`config.mk`:
```
export PLATFORM = sky130hd
export DESIGN_NAME = pipeline_hazard_ctrl
export DESIGN_NICKNAME = d
export VERILOG_FILES = /design/src/rtl/pipeline_hazard_ctrl.sv
export SDC_FILE = /design/constraint.sdc
export NUM_CORES = 1
export LEC_CHECK = 0
export BUFFER_PORTS_ARGS = -buffer_cell sky130_fd_sc_hd__buf_2
export CAP_MARGIN = 0
export CORE_MARGIN = 4
export CORE_UTILIZATION = 47
export CTS_CLUSTER_SIZE = 12
export DETAILED_ROUTE_END_ITERATION = 10
export PLACE_DENSITY = 0.77
export SYNTH_ARGS = -nofsm -noshare
export SYNTH_HDL_FRONTEND = slang
export SYNTH_SLANG_ARGS = --single-unit
export TNS_END_PERCENT = 100
```
`constraint.sdc`:
```
create_clock -name CLK -period 1.95 [get_ports CLK]
set_input_delay 0 -clock CLK [delete_from_list [all_inputs] [get_ports CLK]]
set_output_delay 0 -clock CLK [all_outputs]
set_load 0.005 [all_outputs]
```
`src/rtl/pipeline_hazard_ctrl.sv`:
```
// Stall/flush sequencer for the 5-stage pipeline: load-use, redirect, mul/div occupancy and MEM wait/timeout.
// Enables/flushes are combinational from state and inputs; state, counters and MemError are registered.
module pipeline_hazard_ctrl #(
    parameter int MEM_TIMEOUT = 64
) (
    input  logic        CLK,
    input  logic        RESET,
    input  logic [4:0]  ID_Rs1,
    input  logic [4:0]  ID_Rs2,
    input  logic        ID_UsesRs1,
    input  logic        ID_UsesRs2,
    input  logic [4:0]  EX_RegDst,
    input  logic        EX_MemRead,
    input  logic        EX_Redirect,
    input  logic        EX_MulDivStart,
    input  logic        MulDivDone,
    input  logic        MEM_Req,
    input  logic        MEM_Ready,
    output logic        PC_Enable,
    output logic        IF_ID_Enable,
    output logic        IF_ID_Flush,
    output logic        ID_EX_Enable,
    output logic        ID_EX_Flush,
    output logic        EX_MEM_Enable,
    output logic        EX_MEM_Flush,
    output logic        MEM_WB_Enable,
    output logic        MemError,
    output logic [31:0] StallCycles
);

    typedef enum logic [1:0] {RUN, MD_WAIT, MEM_WAIT} state_t;

    localparam logic [7:0] WAIT_LAST = 8'(MEM_TIMEOUT - 1);

    state_t      state_q, state_d;
    logic [7:0]  wait_cnt_q, wait_cnt_d;
    logic        mem_error_q, mem_error_d;
    logic [31:0] stall_cnt_q, stall_cnt_d;

    logic mem_stall, timeout, load_use, md_busy;

    always_comb begin
        mem_stall = MEM_Req && !MEM_Ready;
        timeout   = mem_stall && (wait_cnt_q == WAIT_LAST);
        load_use  = EX_MemRead && (EX_RegDst != 5'd0) &&
                    ((ID_UsesRs1 && (ID_Rs1 == EX_RegDst)) ||
                     (ID_UsesRs2 && (ID_Rs2 == EX_RegDst)));
        // A mul/div still in EX after a MEM wait must not slip forward, so any non-MD state may start it.
        md_busy   = !MulDivDone && ((state_q == MD_WAIT) || EX_MulDivStart);

        PC_Enable     = 1'b1;
        IF_ID_Enable  = 1'b1;
        IF_ID_Flush   = 1'b0;
        ID_EX_Enable  = 1'b1;
        ID_EX_Flush   = 1'b0;
        EX_MEM_Enable = 1'b1;
        EX_MEM_Flush  = 1'b0;
        MEM_WB_Enable = 1'b1;
        state_d       = RUN;
        wait_cnt_d    = 8'd0;
        mem_error_d   = 1'b0;

        if (timeout) begin
            PC_Enable    = 1'b0;
            IF_ID_Enable = 1'b0;
            ID_EX_Enable = 1'b0;
            EX_MEM_Flush = 1'b1;
            mem_error_d  = 1'b1;
            state_d      = (state_q == MD_WAIT) ? MD_WAIT : RUN;
        end else if (mem_stall) begin
            PC_Enable     = 1'b0;
            IF_ID_Enable  = 1'b0;
            ID_EX_Enable  = 1'b0;
            EX_MEM_Enable = 1'b0;
            MEM_WB_Enable = 1'b0;
            wait_cnt_d    = wait_cnt_q + 8'd1;
            state_d       = (state_q == MD_WAIT) ? MD_WAIT : MEM_WAIT;
        end else if (EX_Redirect) begin
            IF_ID_Flush = 1'b1;
            ID_EX_Flush = 1'b1;
        end else if (md_busy) begin
            PC_Enable    = 1'b0;
            IF_ID_Enable = 1'b0;
            ID_EX_Enable = 1'b0;
            EX_MEM_Flush = 1'b1;
            state_d      = MD_WAIT;
        end else if (load_use) begin
            PC_Enable    = 1'b0;
            IF_ID_Enable = 1'b0;
            ID_EX_Flush  = 1'b1;
        end

        if (RESET) begin
            PC_Enable     = 1'b0;
            IF_ID_Enable  = 1'b0;
            IF_ID_Flush   = 1'b0;
            ID_EX_Enable  = 1'b0;
            ID_EX_Flush   = 1'b0;
            EX_MEM_Enable = 1'b0;
            EX_MEM_Flush  = 1'b0;
            MEM_WB_Enable = 1'b0;
        end

        stall_cnt_d = stall_cnt_q;
        if (!RESET && !PC_Enable && (stall_cnt_q != 32'hFFFF_FFFF))
            stall_cnt_d = stall_cnt_q + 32'd1;

        MemError    = mem_error_q;
        StallCycles = stall_cnt_q;
    end

    always_ff @(posedge CLK) begin
        if (RESET) begin
            state_q     <= RUN;
            wait_cnt_q  <= 8'd0;
            mem_error_q <= 1'b0;
            stall_cnt_q <= 32'd0;
        end else begin
            state_q     <= state_d;
            wait_cnt_q  <= wait_cnt_d;
            mem_error_q <= mem_error_d;
            stall_cnt_q <= stall_cnt_d;
        end
    end

endmodule

```
# Yosys cells after proc, flatten, opt, wreduce, memory -nomap -nowiden
# Index checks and enable logic that the tools add are counted.
[totals]
register_bits = 43
latchBits = 0
ram_bits = 0
romBits = 0
out_inout_bits = 41
elab_cells = 65
mem_count = 0
[op_classes]
addsub = 2
mul = 0
div_mod_pow = 0
order_cmp = 0
n_eq_ne = 5
shifts = 0
muxes = 36
n_bitwise = 1
n_reduce_logical = 17
[ops]
columns = ["cell", "count"]
rows = [
  ["$mux 1", 33],
  ["$add 32x1->32 const B", 1],
  ["$ne 32x32->1 const B", 1],
  ["$eq 5x5->1", 2],
  ["$logic_and 1x1->1", 9],
  ["$add 8x1->8 const B", 1],
  ["$eq 8x6->1 const B", 1],
  ["$mux 2", 3],
  ["$reduce_bool 5->1", 1],
  ["$logic_not 1->1", 4],
  ["$reduce_or 3->1", 1],
  ["$eq 2x1->1 const B", 1],
  ["$logic_or 1x1->1", 2],
  ["$not 1->1", 1],
]

# Depth between registers and ports, before layout
# Gate-level depths: netlist of run 1.
[depth]
depth_word = 13
ltp_mapped = 9
mapped_depth_nobuf = 6

# Worst setup path before layout of run 1
# OpenSTA, ideal clock, no wires.
[synth_timing]
kind = "register -> register"
startpoint = "register stall_cnt_q[8] (netlist: StallCycles[8])"
endpoint = "register stall_cnt_q[25] (netlist: StallCycles[25])"
arrival_ns = 1.851
required_ns = 1.880
path_slack_ns = 0.029
stages_incl_launch_ff = 6
cell_sequence = "dfxtp_1 -> and3_4 -> nand4_4 -> or4_4 -> or4_1 -> a21oi_1"
[synth_via]
elab_chain_len = 2
elab_cells_between_ends = 3
classes_between = "add/sub (1); eq/ne (1); reduce/logical (1)"
[synth_rtl]
columns = ["item", "line_no", "source"]
rows = [
  ["start, declared", "38", "logic [31:0] stall_cnt_q, stall_cnt_d;"],
  ["start signal, assigned", "122", "stall_cnt_q <= stall_cnt_d;"],
  ["branches (longest 2 deep; another with $add 32x1->32)", "--", ""],
]
# Several ways; the timed one is not identified.
# A chain may end at the register's enable or synchronous reset.

# Worst setup path in the final report of run 1
[layout_timing]
startpoint = "register stall_cnt_q[2] (netlist: StallCycles[2])"
endpoint = "register stall_cnt_q[25] (netlist: StallCycles[25])"
# The elaborated chain is that of the path after synthesis.

==> results.json, run 1 <==
{
  "clk_latency_ns": 0.30,
  "grt_pass1_vias": 2399,
  "io_buffers": 65,
  "finalHoldViolCount": 0,
  "core_mm2": 0.00482,
  "synth_area_leaders": "dfxtp_1 36%, or4_1 6.9%, o31ai_1 6.6%",
  "cts.path.max_buffers": 2,
  "leakagePower_nw": 1.29,
  "wirelength_um": 6420,
  "fin_crit_sh_pct": 98.6,
  "numCtsBuffers": 5,
  "crit_type": "reg2reg",
  "wire_per_inst_um": 14.5,
  "fmax_ghz": 0.520,
  "avgSynthCellArea_um2": 8.45,
  "rsz0062_at_grt": "yes",
  "via_count": 2482,
  "slew_viol_final": 0,
  "stdcell_count": 443,
  "synth-edff-count": 0,
  "grt_pass1_wl_um": 10900,
  "grt_max_degree": 33,
  "async_reset_ff_share_pct": 0,
  "synth.distinct_cells": 43,
  "hp-class": "in2reg",
  "nNetsFinal": 402,
  "ys_ff_latch": 43,
  "first_pass_iters": 4,
  "syn_area_mm2": 0.00239,
  "crit_path_start_kind": "flop",
  "antenna_found_initial": 0,
  "synth_nets": 310,
  "fp.dieW_um": 79.3,
  "clock-sinks": 43,
  "hold_slack_ns": 0.0916,
  "place_area_mm2": 0.00297,
  "final_area_mm2": 0.00319,
  "netlist.area_leader.share_pct": 36.0,
  "start_util_pct": 49.7,
  "detail_route.iter0.violations": 187,
  "synth_most_common_cell": "dfxtp_1",
  "grt_overflow_total": 0,
  "cts_max_level": 2,
  "die_h_um": 79.3,
  "power_w": 0.00179,
  "maxSlewHeadroom_pct": 59.3,
  "ant_nets": 0,
  "drive_gt1_share_pct": 39.6,
  "row_count": 25,
  "via_per_inst": 5.60,
  "cp_max_fo": 4,
  "layout_min_cycle_time_ns": 1.92,
  "worstSetupEndpointType": "flop",
  "synthCells": 283,
  "yosysTopAreaCell": "dfxtp_1",
  "n_antenna_cell": 0,
  "fin_skew_ns": 0.00525,
  "synth.yosys.seq_area_share_pct": 36.0,
  "outcome": "complete, no violations",
  "finalSetupViolations": 0,
  "nFillCells": 437,
  "cts-root-buf": "clkbuf_8",
  "powerDensity_mw_per_mm2": 560,
  "critical_path_arrival_ns": 2.15,
  "peakVddDrop_uv": 342,
  "cap_violations": 0,
  "gp_congestion": 0.856,
  "regArea_um2": 877,
  "r2r-start": "StallCycles[2]",
  "grt_usage_pct": 21.3,
  "critical_path_required_ns": 2.18,
  "area_growth_pct": 33.4,
  "synth_top_flop_cell": "dfxtp_1",
  "dp_cells": 433,
  "multi_input_area_mm2": 0.00150,
  "synth_commonest_cells": "43 x dfxtp_1, 31 x a21oi_1, 22 x or4_1",
  "dieArea_mm2": 0.00630,
  "worstSetupStartpoint": "StallCycles[2]",
  "min_from": "MEM_Req",
  "yosys_warnings": 0,
  "drc": 0,
  "ios": 66,
  "place_hpwl_um": 4660,
  "cts_tree": "yes",
  "tightest_slew_ns": 0.611,
  "path_clk_slew_ns": 0.09
}
## worst max-delay path, stage by stage, from the launching register on
cell,delay (ns)
dfxtp_2,0.33
and4_4,0.27
nand4_4,0.12
or4_4,0.59
or4_4,0.43
a21oi_2,0.12
## through the flow
| step | setup WS, ns | util (%) | setup TNS, ns |
|---|---|---|---|
| final | 0.0278 | 66.3 | 0 |
| after global routing | -0.0456 | 66.3 | -0.214 |
| after CTS | 0.00370 | 64.6 | 0 |
| after detailed placement | -0.0152 | 61.6 | -0.0152 |
| after global placement | 0.00580 | 61.6 | 0 |
| after floorplan | 0.0286 | - | 0 |
## cell usage in the layout, fill, tap and decap left out, types with 3 or more instances in the layout
master	count
nand3_1	16
dfxtp_1	30
o21ai_0	7
or4_4	3
nor3_2	3
xor2_1	4
xnor2_1	12
and3_1	6
nand4_4	3
dfxtp_2	13
or3_1	8
or4_1	20
buf_2	65
nand4_1	11
nand2_1	18
nor2_1	18
buf_4	35
a21oi_1	29
mux2_2	3
nor2b_1	5
o31ai_1	21
clkbuf_8	6
## flip-flops by register name, summed over array words and instances (netlist names)
register	flops
StallCycles	32
MemError	1
state_q	2
wait_cnt_q	8
## timing repair
item                                    4_1_cts  5_1_grt
pin swaps                                     0       12
buffers inserted                              0        1
hold buffers                                  1        0
resized for setup                             3       28
endpoints found under the setup margin        3       23
endpoints found under the hold margin         1        0
## where the power goes
part / internal [W] / switching (W)
clock network: 0.000415 / 0.000319
registers: 0.000883 / 0.00000560
logic: 0.0000706 / 0.0000942
total: 0.00137 / 0.000419
## path summary, 6_finish.rpt
check / end / slack [ns] / cells past startpoint
worst min register to register: StallCycles[23] / 0.49 / 2
worst max register to register: StallCycles[25] / 0.03 / 5
worst max-delay path: StallCycles[25] / 0.03 / 5
worst min-delay path: MemError / 0.09 / 3
## per-layer routing
metal | global-route usage (%) | part of all wire [%] | wire (um)
met1 | 27.6 | 45 | 2900
met2 | 35.4 | 49 | 3130
met3 | 4.08 | 4.6 | 295
met4 | 7.04 | 1.4 | 87
met5 | 0 | 0 | 0
## logic make-up (layout without fill, tap and decap cells)
kind of cell,after synthesis,count (layout),share of synthesized area [%]
flops,43,43,36.0
compound gates,69,69,18.1
mux,3,3,1.41
simple gates,131,131,32.7
xor+xnor,16,16,5.86
buf+inv,19,112,4.81
fa+ha+maj,2,2,1.05
## layout make-up
class	count	area share, %
Tap cell	67	2.63
Timing Repair Buffer	102	19.1
Clock inverter	2	1.10
Multi-Input combinational cell	221	46.9
Inverter	2	0.235
Sequential cell	43	27.5
Clock buffer	6	2.59
Power figures use the tool's default switching activity.
==> inputs of run 2 (changes only) <==
CORE_MARGIN = 3   (was 4)
RECOVER_POWER = 25   (was not set)
SLEW_MARGIN = 20   (was not set)
==> run 2 against run 1 <==
Effect of this change: the flow now finishes with violations (setup timing); sequential power is 0.4% lower; via count is 2.7% higher; worst setup slack got worse by 0.043 ns; hold slack got worse by 0.077 ns; global-route usage is 0.074 points higher; final cell count is 0.68% higher; critical path depth increased by 2; register-to-register slack worse by 0.04 ns; total power shrank 11%; cell area increased by 1.3%.
==> results.json, run 2 (synthesized netlist as in run 1, its figures left out) <==
{
  "cap_violations": 0,
  "finalHoldViolCount": 0,
  "place_hpwl_um": 4400,
  "multi_input_area_mm2": 0.00154,
  "crit_chain": "and3_4, nand4_1, nor4_4, buf_4, nand3_2, or4_4, a21oi_2",
  "row_count": 25,
  "cp_top_family": "simple AND/OR/NAND/NOR gates",
  "io_buffers": 65,
  "grt_pass1_vias": 2306,
  "wire_per_inst_um": 14.3,
  "fin_skew_ns": 0.00646,
  "worstSetupEndpointType": "flop",
  "via_per_inst": 5.71,
  "place_area_mm2": 0.00295,
  "crit_buf_inv": 1,
  "critical_path_required_ns": 2.17,
  "largest_reg_flops": 32,
  "cts-root-buf": "clkbuf_8",
  "grt_max_degree": 33,
  "critical-path-max-stage-delay_ns": 0.48,
  "grt_pass1_wl_um": 10600,
  "met2_usage_pct": 33.9,
  "slowest_stage": "or4_4",
  "cp_max_fo": 6,
  "dp_worst_setup_slack_ns": 0.0138,
  "whs_endpoint": "state_q[0]",
  "grt_overflow_total": 0,
  "violations": "setup timing",
  "fin_crit_sh_pct": 101,
  "path_clk_slew_ns": 0.08,
  "fmax_ghz": 0.509,
  "final_area_mm2": 0.00323,
  "antenna_found_initial": 0,
  "min_from": "MEM_Ready",
  "critical_path_arrival_ns": 2.18,
  "gp_congestion": 0.868,
  "ant_nets": 0,
  "mostFrequentLayoutCells": "64 x buf_2, 36 x buf_4, 28 x dfxtp_1, 28 x a21oi_1",
  "ios": 66,
  "maxSlewHeadroom_pct": 60.4,
  "detail_route.iter0.violations": 145,
  "n_antenna_cell": 0,
  "clock-sinks": 43,
  "r2r-start": "StallCycles[20]",
  "clk_latency_ns": 0.29,
  "min_path_cells": 4,
  "holdBufCountCts": 0,
  "peakVddDrop_uv": 379,
  "finalSetupViolations": 3,
  "core_mm2": 0.00482,
  "slew_viol_final": 0,
  "start_util_pct": 49.7,
  "first_pass_iters": 4,
  "power_w": 0.00159,
  "area_growth_pct": 35.1,
  "cts.path.max_buffers": 2,
  "leakagePower_nw": 1.31,
  "via_count": 2548,
  "grt.busiest_layer": "met2",
  "grt_use_met3_pct": 4.64,
  "numCtsBuffers": 5,
  "hp-class": "in2reg",
  "r2r_cells": 7,
  "wirelength_um": 6360,
  "regArea_um2": 885,
  "drc": 0,
  "dieArea_mm2": 0.00598,
  "die_h_um": 77.3,
  "drive_gt1_share_pct": 41.4,
  "nFillCells": 414,
  "rsz0062_at_grt": "yes",
  "timing.final.ws_setup_ns": -0.0150,
  "layout_min_cycle_time_ns": 1.97,
  "cts_max_level": 2,
  "grt_usage_pct": 21.3,
  "cts_tree": "yes",
  "tightest_slew_ns": 0.594,
  "crit_path_start_kind": "flop",
  "powerDensity_mw_per_mm2": 493,
  "final_common_cell": "buf_2",
  "crit_type": "reg2reg",
  "nNetsFinal": 405,
  "fp.dieW_um": 77.3,
  "rrSetupSlack_ns": -0.02,
  "r2r-end": "StallCycles[27]",
  "outcome": "complete, but fails checks",
  "dp_cells": 431,
  "stdcell_count": 446,
  "grt_use_met1_pct": 28.7
}
[run 2: changes by cell type in the layout (fill, tap and decap cells not counted), moves of 2 or more]
cell / previous run / this run
dfxtp_1: 30 / 28
buf_6: 1 / 4
dfxtp_4: 0 / 2
nor4_1: 2 / 0
nand3_2: 0 / 2
nand3_1: 16 / 14
clkbuf_1: 0 / 3
[run 2: worst max path at each step]
stage | cells past startpoint | end | start
after floorplan | 5 | StallCycles[25] | StallCycles[8]
after CTS | 7 | StallCycles[27] | StallCycles[8]
final | 7 | StallCycles[27] | StallCycles[20]
after detailed placement | 6 | StallCycles[28] | StallCycles[0]
after global placement | 7 | StallCycles[27] | StallCycles[9]
after global routing | 7 | StallCycles[27] | StallCycles[20]
[run 2: what timing repair did]
item / 4_1_cts / 5_1_grt
gates resized for setup: 1 / 43
endpoints found under the setup margin: 1 / 23
pin swaps: 0 / 12
buffers inserted: 0 / 7
gates cloned: 0 / 0
[run 2: final cells by class]
type | instances | area share, %
Clock buffer | 7 | 2.36
Timing Repair Buffer | 105 | 19.8
Inverter | 2 | 0.232
Sequential cell | 43 | 27.4
Multi-Input combinational cell | 221 | 47.5
Tap cell | 67 | 2.59
Clock inverter | 1 | 0.155
[run 2: through the flow]
stage          setup TNS [ns]  hold WS (ns)  util [%]
3_5_place_dp                0         0.321      61.3
6_report              -0.0330        0.0145      67.1
2_1_floorplan               0         0.113         -
3_3_place_gp                0         0.311      61.3
5_1_grt                -0.698        0.0354      67.1
4_1_cts                     0        0.0125      63.2
[run 2: tightest hold or removal path, stage by stage]
cell     delay, ns
buf_2         0.08
nor2b_1       0.06
nand2_1       0.06
a21oi_1       0.05
[run 2: layer usage]
layer / vias to the layer above / part of all wire, %
li1: 1274 / -
met1: 1201 / 45
met2: 65 / 49
met3: 8 / 5.2
met4: 0 / 1.4
met5: - / 0
[run 2: report_power, final]
| part | internal [W] | total, W | leakage (nW) | switching (W) |
|---|---|---|---|---|
| clock | 0.000252 | 0.000545 | 0.0422 | 0.000293 |
| sequential | 0.000880 | 0.000885 | 0.355 | 0.00000485 |
| combinational | 0.0000691 | 0.000163 | 0.911 | 0.0000934 |
| total | 0.00120 | 0.00159 | 1.31 | 0.000391 |
